--- src/rtl/synth_pkg.sv ---
//------------------------------------------------------------------------------
// synth_pkg: constants and types shared by the synth core, spi and sequencer.
// Revision: 1.0
//------------------------------------------------------------------------------
`default_nettype none

package synth_pkg;
  localparam int CNT_W = 12;

  typedef enum logic [0:0] {IDLE = 1'b0, PLAY = 1'b1} seq_state_t;

  localparam logic [0:0] ST_IDLE = 1'b0;
  localparam logic [0:0] ST_PLAY = 1'b1;
endpackage

`default_nettype wire

--- src/rtl/step_sequencer_tick.sv ---
//------------------------------------------------------------------------------
// seq_tick: per-step tick counter with period and gate-length compares.
// Revision: 1.0
//------------------------------------------------------------------------------
`default_nettype none

module seq_tick #(
  parameter int TEMPO_W = 24
) (
  input  logic               clk,
  input  logic               rstn,
  input  logic               run_en,
  input  logic               restart,
  input  logic [TEMPO_W-1:0] tempo_div,
  input  logic [TEMPO_W-1:0] gate_len,
  input  logic [7:0]         swing_amt,
  output logic               step_end,
  output logic               gate_off
);
  localparam logic [TEMPO_W:0] C_ONE = {{TEMPO_W{1'b0}}, 1'b1};

  logic [TEMPO_W:0] tick_q, tick_d;
  logic [TEMPO_W:0] tick_inc;
  logic [TEMPO_W:0] period;

  // Magnitude compares rather than equality so a live tempo/gate decrease
  // below the current tick still ends the step instead of wrapping around.
  always_comb begin
    period = {1'b0, tempo_div};
    if (tempo_div == '0) begin
      period = C_ONE;
    end
    period   = period + {{(TEMPO_W-7){1'b0}}, swing_amt};
    tick_inc = tick_q + C_ONE;
    step_end = (tick_q >= (period - C_ONE));
    gate_off = (tick_inc >= {1'b0, gate_len});
    tick_d   = (run_en && !restart) ? tick_inc : '0;
  end

  always_ff @(posedge clk or negedge rstn) begin
    if (!rstn) begin
      tick_q <= '0;
    end else begin
      tick_q <= tick_d;
    end
  end
endmodule

`default_nettype wire

--- src/rtl/step_sequencer.sv ---
//------------------------------------------------------------------------------
// step_sequencer: STEPS-entry note pattern player driving synth trig/osc_count.
// Optional SEQ_SWING_EN adds a swing input lengthening odd-indexed steps.
// Revision: 1.0
//------------------------------------------------------------------------------
`default_nettype none

module step_sequencer #(
  parameter  int STEPS   = 8,
  parameter  int CNT_W   = synth_pkg::CNT_W,
  parameter  int TEMPO_W = 24,
  localparam int AW      = $clog2(STEPS)
) (
  input  logic               clk,
  input  logic               rstn,
  input  logic               run,
  input  logic [TEMPO_W-1:0] tempo_div,
  input  logic [TEMPO_W-1:0] gate_len,
  input  logic [AW-1:0]      last_step,
  input  logic               wr_en,
  input  logic [AW-1:0]      wr_addr,
  input  logic [CNT_W-1:0]   wr_note,
  input  logic               wr_rest,
`ifdef SEQ_SWING_EN
  input  logic [7:0]         swing,
`endif
  output logic [CNT_W-1:0]   osc_count,
  output logic               trig,
  output logic [AW-1:0]      step_idx,
  output logic               step_strobe
);
  import synth_pkg::*;

  logic [0:0]       state_q, state_d;
  logic [CNT_W-1:0] note_q [STEPS];
  logic [CNT_W-1:0] note_d [STEPS];
  logic [STEPS-1:0] rest_q, rest_d;
  logic [CNT_W-1:0] osc_q, osc_d;
  logic             trig_q, trig_d;
  logic [AW-1:0]    idx_q, idx_d;
  logic             strobe_q, strobe_d;

  logic             load;
  logic [AW-1:0]    next_idx;
  logic [CNT_W-1:0] load_note;
  logic             load_rest;
  logic             run_en;
  logic             step_end;
  logic             gate_off;
  logic [7:0]       swing_amt;

`ifdef SEQ_SWING_EN
  assign swing_amt = idx_q[0] ? swing : 8'd0;
`else
  assign swing_amt = 8'd0;
`endif

  assign run_en = (state_q == ST_PLAY) && run;

  seq_tick #(.TEMPO_W(TEMPO_W)) u_tick (
    .clk       (clk),
    .rstn      (rstn),
    .run_en    (run_en),
    .restart   (load),
    .tempo_div (tempo_div),
    .gate_len  (gate_len),
    .swing_amt (swing_amt),
    .step_end  (step_end),
    .gate_off  (gate_off)
  );

  always_comb begin
    note_d = note_q;
    rest_d = rest_q;
    if (wr_en) begin
      note_d[wr_addr] = wr_note;
      rest_d[wr_addr] = wr_rest;
    end
  end

  always_comb begin
    state_d  = state_q;
    osc_d    = osc_q;
    trig_d   = trig_q;
    idx_d    = idx_q;
    strobe_d = 1'b0;
    load     = 1'b0;
    next_idx = '0;
    case (state_q)
      ST_IDLE: begin
        trig_d = 1'b0;
        idx_d  = '0;
        if (run) begin
          state_d = ST_PLAY;
          load    = 1'b1;
        end
      end
      default: begin
        if (!run) begin
          state_d = ST_IDLE;
          trig_d  = 1'b0;
          idx_d   = '0;
        end else if (step_end) begin
          load     = 1'b1;
          // >= so a last_step lowered below the playing step wraps to 0
          next_idx = (idx_q >= last_step) ? '0 : idx_q + AW'(1);
        end else if (gate_off) begin
          trig_d = 1'b0;
        end
      end
    endcase

    // A write on the load edge of the same entry is forwarded.
    load_note = (wr_en && (wr_addr == next_idx)) ? wr_note : note_q[next_idx];
    load_rest = (wr_en && (wr_addr == next_idx)) ? wr_rest : rest_q[next_idx];
    if (load) begin
      osc_d    = load_note;
      idx_d    = next_idx;
      trig_d   = !load_rest && (gate_len != '0);
      strobe_d = 1'b1;
    end
  end

  always_ff @(posedge clk or negedge rstn) begin
    if (!rstn) begin
      state_q  <= ST_IDLE;
      osc_q    <= '0;
      trig_q   <= 1'b0;
      idx_q    <= '0;
      strobe_q <= 1'b0;
      rest_q   <= '1;
      for (int i = 0; i < STEPS; i++) begin
        note_q[i] <= '0;
      end
    end else begin
      state_q  <= state_d;
      osc_q    <= osc_d;
      trig_q   <= trig_d;
      idx_q    <= idx_d;
      strobe_q <= strobe_d;
      rest_q   <= rest_d;
      note_q   <= note_d;
    end
  end

  assign osc_count   = osc_q;
  assign trig        = trig_q;
  assign step_idx    = idx_q;
  assign step_strobe = strobe_q;
endmodule

`default_nettype wire

--- config.mk ---
export PLATFORM = sky130hd
export DESIGN_NAME = step_sequencer
export DESIGN_NICKNAME = d
export VERILOG_FILES = /design/src/rtl/synth_pkg.sv /design/src/rtl/step_sequencer_tick.sv /design/src/rtl/step_sequencer.sv
export SDC_FILE = /design/constraint.sdc
export NUM_CORES = 1
export LEC_CHECK = 0
export BUFFER_PORTS_ARGS = -buffer_cell sky130_fd_sc_hd__buf_2
export CAP_MARGIN = 25
export CORE_ASPECT_RATIO = 1.2
export CORE_MARGIN = 2
export CORE_UTILIZATION = 35
export DETAILED_ROUTE_END_ITERATION = 8
export MAX_ROUTING_LAYER = met4
export SLEW_MARGIN = 20
export SYNTH_ARGS = -nofsm -noshare
export SYNTH_HDL_FRONTEND = slang
export SYNTH_HIERARCHICAL = 1
export SYNTH_SLANG_ARGS = --single-unit
export TNS_END_PERCENT = 30
--- constraint.sdc ---
create_clock -name clk -period 3 [get_ports clk]
set_input_delay 0.3 -clock clk [delete_from_list [all_inputs] [get_ports clk]]
set_output_delay 0.3 -clock clk [all_outputs]
set_load 0.01 [all_outputs]
# == Word-level counts from Yosys, hierarchy flattened ==
# Index checks and enable logic that the tools add are counted.
# totals
register_bits,147
inputBits,71
# op_classes
add_sub_neg,3
order_cmp,9
eq_ne,4
muxes,32
n_bitwise,2
n_reduce_logical,11
# op_table
cell,n
bitwise mux 96 bit,1
2-to-1 mux 12 bit,4
binary-select mux 12 bit (select 3 bit),1
demux 12 bit (select 3 bit),1
"adder 25 x 1 -> 25 bit, second input constant",1
greater-or-equal comparator 25 x 24 -> 1 bit,1
greater-or-equal comparator 25 bit,1
2-to-1 mux 25 bit,1
"subtractor 24 x 1 -> 25 bit, second input constant",1
zero test 24 bit,1
2-to-1 mux 24 bit,1
nonzero test 24 bit,1
2-to-1 mux 3 bit,7
2-to-1 mux 1 bit,13
bitwise mux 8 bit,1
"greater-or-equal comparator 4 bit, second input constant",2
"less-than comparator 3 x 4 -> 1 bit, second input constant",2
inverter 3 -> 4 bit,2
logical AND 1 bit,6
"less-than comparator 4 x 1 -> 1 bit, second input constant",1
"!= test 4 x 2 -> 1 bit, second input constant",1
"!= test 4 x 3 -> 1 bit, second input constant",1
"adder 3 x 1 -> 3 bit, second input constant",1
binary-select mux 1 bit (select 3 bit),1
other kinds (7),8

# == Depth between registers and ports, before layout ==
# Gate-level depths: netlist of run 1.
# depth
depth_word,13
ltp_mapped,33

# == Cells and area by module ==
# The synthesis of run 1 kept the hierarchy.
# modules_own_cells
module,instances,cells_each,area_each_um2,seq_area_each_um2
step_sequencer,1,432,5831.8,3062.9
seq_tick,1,498,3928.8,625.6

# == Worst setup path after synthesis of run 1 ==
# OpenSTA, ideal clock, no wires.
# synth_timing
path_type,input -> register
from,input port tempo_div[21]
to,register osc_q[1] (netlist: osc_count[1])
arrival_ps,5357
t_required_ps,2874
path_slack_ps,-2483
path_stages,30
n_path_buf,2
path_cell_list,inv_1 ha_1 nand4_1 nor3_1 a31oi_1 ha_1 inv_1 ha_1 inv_1 fa_1 nor2b_1 o31a_1 a41o_1 a21oi_2 o21ai_1 a21boi_1 xnor2_1 ha_1 a21o_1 a211o_1 a211oi_1 a31oi_1 buf_2 inv_1 a311oi_4 a311o_1 a221oi_4 buf_6 nor3_1 a221o_1
# synth_between
elab_chain_len,12
elab_cells_between_ends,17
# synth_rtl
element,line_no,text
"start, declared",step_sequencer.sv:17,"input logic [TEMPO_W-1:0] tempo_div,"
zero test 24 bit,step_sequencer_tick.sv:30,if (tempo_div == '0) begin
2-to-1 mux 24 bit *,step_sequencer_tick.sv:30,
subtractor 24 x 1 -> 25 bit *,step_sequencer_tick.sv:35,step_end = (tick_q >= (period - C_ONE));
greater-or-equal comparator 25 bit *,step_sequencer_tick.sv:35,
named net step_end,step_sequencer.sv:48,logic step_end;
2-to-1 mux 3 bit,step_sequencer.sv:103,end else if (step_end) begin
2-to-1 mux 3 bit,step_sequencer.sv:99,if (!run) begin
2-to-1 mux 3 bit,step_sequencer.sv:89,case (state_q)
inverter 3 -> 4 bit (not written as such),step_sequencer.sv:114,load_note = (wr_en && (wr_addr == next_idx)) ? wr_note : note_q[next_idx];
binary-select mux 12 bit (select 3 bit),step_sequencer.sv:114,
2-to-1 mux 12 bit (not written as such) (2 in series),step_sequencer.sv:114,
2-to-1 mux 12 bit,step_sequencer.sv:114,
"end signal, assigned",step_sequencer.sv:137,osc_q <= osc_d;
"end, declared",step_sequencer.sv:38,"logic [CNT_W-1:0] osc_q, osc_d;"
# Mark *: on every way through the listed nets, which the timed path passes. The rest lies on a longest branch. The select of a mux whose other input is x is not followed.
# A chain may end at the register's enable or synchronous reset.

# == Final worst setup path of run 1 ==
# layout_timing
from,input port tempo_div[23]
to,register osc_q[8] (netlist: osc_count[8])
# The elaborated chain is that of the path after synthesis.

==> reports/metrics.cfg, run 1 <==
[yosys]
async_flop_share = 1.00
yosysUniqueCellTypes = 78
synth.avg_cell_area_sq_um = 10.5
synthTopCellsByArea = dfrtp_1 36%, mux2_2 12%, ha_1 11%
syn_inst = 930
yosysTopAreaCell = dfrtp_1
ys_seq_area_frac = 0.378
yosysTopAreaCellShare = 0.356
ys_ff_latch = 147
synth_edf_count = 0
ys_warn_count = 6
synth_area_sq_um = 9760
synthFlopType = dfrtp_1

[setup_path]
reg2reg_depth = 16
cp-start-kind = primary input
worstSetupStartpoint = tempo_div[23]
cpPeakStageDelay_ns = 0.48
arrival_ns = 5.75
worst_r2r_startpoint = u_tick/tick_q[1]
worstPathRequired_ns = 3.31
crit_path_end = osc_count[8]
path_max_fanout = 9
rr_endpoint = osc_count[8]
crit_slowest_cell = o32ai_1
crit_type = primary input to register
r2r_slack_ns = -0.51
endpoint_kind = register
cp.depth = 34
critPathTopFamily = compound AO/OA/AOI/OAI gates
path_buf_inv = 7

[cts]
cts-root-buf = clkbuf_16
cts_max_level = 4
clockBufferDepth = 2
cts_buffers = 17
clock-sinks = 147
clk_latency_ns = 0.42
cts_tree = built
clk_pin_slew_ns = 0.06

[floorplanning]
core_area_sq_um = 27300
start_util = 0.358
die_width_microns = 156
die_y_microns = 187
die-area_sq_um = 29200
ios = 88
rows = 66

[timing]
drv_slew = 0
hold_viol_final = 0
skew_ns = 0.00645
setup_viol = 42
slew_headroom = 0.430
post-route-period-util = 1.82
fin_crit_ns = 5.45
timing.fmax_mhz = 183
worstMarginPinSlew_ns = 0.854
rsz0062_at_grt = yes
timing.final.ws_setup_ns = -2.45
tns_ns = -79.73

[route]
dr.pass1.iters = 4
drc = 0
avgViaCountPerCell = 5.08
wl_microns = 25000
vias = 7844
drt_iter0_markers = 278
detail-route-antenna-nets = 0
post_drt_wl_per_cell_microns = 16.2

[global_route]
grt-ovfl-total = 0
grtUsageTotal = 0.181
grt_max_degree = 91
grt_pass1_wl_microns = 40600
antenna_found_initial = 3
grt_pass1_vias = 8115

[outcome]
status = finished with violations
failed_checks = setup timing

[pwr]
vdd_drop_max_mv = 0.487
p_per_area_nw_per_um2 = 466
p_leak_nw = 6.15

[placement]
hpwl_microns = 18700
gp_congestion = 0.821
place_inst = 1490
io_buffers = 87

[min_path]
hold_path_class = primary input to register

[job]
maxCapViolations = 0

[layout]
drive_above_1_share = 0.423
fin_cells = 1544
area_delta_synth_final_pct = 32.5
nets = 1349

[sequential cells by signal, summed over array words and instances (netlist names)]
register	cells
rest_q	8
step_idx	3
u_tick/tick_q	25
note_q	96
state_q	1
osc_count	12
step_strobe	1
trig	1
[repair_timing]
item | in CTS | in global routing
hold endpoints to repair | 48 | 0
endpoints found under the setup margin | 42 | 42
gates cloned | 1 | 0
buffers inserted | 11 | 8
gates resized for setup | 29 | 40
pin swaps | 34 | 30
hold buffers | 1 | 0
[cells by family after synthesis]
logic type,synth area share
and+or+nand+nor,0.127
AOI/OAI and AO/OA,0.125
DFF,0.378
muxes,0.164
buffers and inverters,0.0528
adders and majority gates,0.116
xor gates and xnor gates,0.0368
other,0.000384
[how the worst min path moves through the flow]
stage                     slack, ns   endpoint  from  cells after the start
final                          0.07    state_q   run                      1
after floorplan               0.004  note_q[0]  rstn                      0
after global routing           0.06    state_q   run                      1
after CTS                      0.02    state_q   run                      1
after detailed placement       0.45  note_q[6]  rstn                      1
after global placement         0.45  note_q[6]  rstn                      1
[synth_stat cells (all sizes together) (14+ instances only)]
master,n
and3,14
nand4,15
a21o,16
xor2,20
and2,17
nor2b,34
mux2,106
nand2,32
clkbuf,29
dfrtp,139
mux2i,14
a21oi,33
xnor2,21
inv,88
nor2,28
nand3,21
ha,89
nor3,33
o21ai,25
a211oi,17
[worst register-to-register path, stage by stage (launching register included)]
cell	delay [ns]
dfrtp_1	0.39
ha_1	0.30
nor2b_1	0.13
o21a_1	0.11
o21a_1	0.10
o21ai_0	0.08
nand2_1	0.13
o2111ai_2	0.16
a31oi_4	0.27
inv_2	0.09
a311oi_4	0.35
buf_4	0.19
nand2_1	0.11
buf_12	0.17
o32ai_1	0.48
nor3_4	0.08
a221o_1	0.27
[through the flow]
step / cell area, sq um / hold slack [ns] / setup slack (ns) / power (mW) / util
2_1_floorplan: 9890 / 0.00441 / -2.26 / 3.40 / -
3_3_place_gp: 11900 / 0.445 / -2.89 / 3.94 / 0.438
3_5_place_dp: 11900 / 0.446 / -3.05 / 3.99 / 0.438
4_1_cts: 12700 / 0.0222 / -2.35 / 6.04 / 0.467
5_1_grt: 12900 / 0.0597 / -2.73 / 6.36 / 0.475
6_report: 12900 / 0.0695 / -2.45 / 6.03 / 0.475
[where the power goes]
group	switching, mW	internal [mW]	total [mW]
sequential	0.181	2.35	2.53
clock	0.838	1.16	1.99
combinational	0.665	0.834	1.50
total	1.68	4.34	6.03
[cell usage in the layout, fill, tap and decap left out, types with 15 or more instances in the layout]
cell type	netlist	layout
a21o_1	15	15
a21oi_1	32	27
and2_1	16	16
buf_2	7	79
buf_4	1	179
clkbuf_16	0	17
dfrtp_1	139	138
ha_1	89	83
inv_1	88	76
mux2_2	106	106
nand2_1	32	31
nand3_1	20	19
nand4_1	15	15
nor2_1	26	26
nor2b_1	34	32
nor3_1	31	19
o21ai_0	21	19
xnor2_1	21	21
xor2_1	20	19
[routing by layer]
layer / GRT usage / vias to the layer above / wire, microns
met5: - / - / 0
met3: 0.0290 / 29 / 797
li1: - / 3887 / -
met4: 0.0547 / 0 / 426
met2: 0.329 / 114 / 13500
met1: 0.201 / 3814 / 10300
[cell type report]
type                            count  area, sq um
Antenna cell                        4         10.0
Timing Repair Buffer              273         1960
Multi-Input combinational cell    660         5920
Tap cell                          340          425
Clock inverter                     12          109
Inverter                           89          379
Clock buffer                       19          443
Fill cell                        2544        14300
Sequential cell                   147         3690
Note: power is estimated with default switching activity, not from simulation.
==> run 2: changes to the inputs <==
BUFFER_PORTS_ARGS = default   (was -buffer_cell sky130_fd_sc_hd__buf_2)
DONT_BUFFER_PORTS = 1   (was default)
==> reports/metrics.cfg, run 2 (synthesis gave the netlist of run 1 again) <==
[outcome]
status = finished with violations
failed_checks = hold timing, setup timing

[cts]
clk_pin_slew_ns = 0.06
hold_buffers = 1
cts_buffers = 17
clock-sinks = 147
cts_tree = built
cts_max_level = 4
clk_latency_ns = 0.43
cts-root-buf = clkbuf_16
clockBufferDepth = 2

[placement]
place_inst = 1386
dpl_cell_area_sq_um = 11300
dpl_worst_slack_ns = -2.86
io_buffers = 0
hpwl_microns = 18500
gp_congestion = 0.792

[route]
drc = 0
wl_microns = 25000
vias = 7476
post_drt_wl_per_cell_microns = 17.5
top_layer = met4
wl_met3_microns = 985
detail-route-antenna-nets = 0
drt_iter0_markers = 330
wl_met1_microns = 9940
avgViaCountPerCell = 5.23
dr_wl_met2_microns = 13400
dr.pass1.iters = 6

[layout]
area_delta_synth_final_pct = 25.7
largest_reg_flops = 96
final_area_sq_um = 12300
layout_commonest_cell = buf_4
diodes = 0
nets = 1238
max_flop_register = note_q
drive_above_1_share = 0.357
fin_util = 0.450
final_cell_mix = 155 x buf_4, 138 x dfrtp_1, 106 x mux2_2, 82 x ha_1, 76 x inv_1
fin_cells = 1430

[pwr]
p_total_mw = 6.11
p_leak_nw = 5.70
vdd_drop_max_mv = 0.482
p_per_area_nw_per_um2 = 498

[global_route]
antenna_found_initial = 0
grt_max_degree = 148
grt_pass1_vias = 7796
grtUsageTotal = 0.179
grt_pass1_wl_microns = 39900
grt-ovfl-total = 0

[timing]
rsz0062_at_grt = yes
skew_ns = 0.00904
timing.final.ws_setup_ns = -2.21
drv_slew = 0
post-route-period-util = 1.74
timing.fmax_mhz = 192
setup_viol = 42
fin_crit_ns = 5.21
slew_headroom = 0.516
hold_viol_final = 147
tns_ns = -72.38
worstMarginPinSlew_ns = 0.726
hold_ws_ns = -0.434

[setup_path]
worstPathRequired_ns = 3.31
arrival_ns = 5.52
path_max_fanout = 8
crit_type = primary input to register
path_buf_inv = 6
endpoint_kind = register
cp-start-kind = primary input
critPathTopFamily = compound AO/OA/AOI/OAI gates
cpPeakStageDelay_ns = 0.36
crit_slowest_cell = fa_2

[floorplanning]
rows = 66
die_y_microns = 187
die-area_sq_um = 29200
start_util = 0.358
core_area_sq_um = 27300
die_width_microns = 156
ios = 88

[min_path]
hold_path_class = primary input to asynchronous set/reset pin

[job]
maxCapViolations = 0

## run 2: per-layer routing
metal,vias up,track usage
met4,0,0.0610
met5,-,-
met2,101,0.326
met3,36,0.0412
met1,3686,0.188
li1,3653,-
## run 2: final cells by class
| type | instances | area, sq um |
|---|---|---|
| clock inverters | 11 | 174 |
| inverters | 89 | 418 |
| fillers | 2512 | 15000 |
| repair buffers | 162 | 1270 |
| well taps | 340 | 425 |
| multi-input cells | 660 | 5840 |
| flip-flops and latches | 147 | 3690 |
| clock buffers | 21 | 460 |
## run 2: timing repair
action,4_1_cts,5_1_grt
resized for setup,27,21
setup endpoints to repair,42,42
hold endpoints to repair,148,147
setup buffers,5,6
pin swaps,40,40
## run 2: final timing paths
| path | start | endpoint | slack, ns | cells past startpoint |
|---|---|---|---|---|
| max in group asynchronous | rstn | rest_q[5] | 3.17 | 0 |
| min in group clk | wr_note[3] | osc_count[3] | 0.01 | 1 |
| worst max-delay path | tempo_div[19] | osc_count[2] | -2.21 | 33 |
| worst min-delay path | rstn | note_q[33] | -0.43 | 0 |
| worst max register to register | u_tick/tick_q[1] | osc_count[2] | -0.39 | 16 |
| worst min register to register | note_q[1] | note_q[1] | 0.50 | 1 |
## run 2: where the power goes
| group | internal [mW] | switching [mW] |
|---|---|---|
| registers | 2.35 | 0.213 |
| clock network | 1.44 | 0.844 |
| logic | 0.750 | 0.508 |
| total | 4.54 | 1.57 |
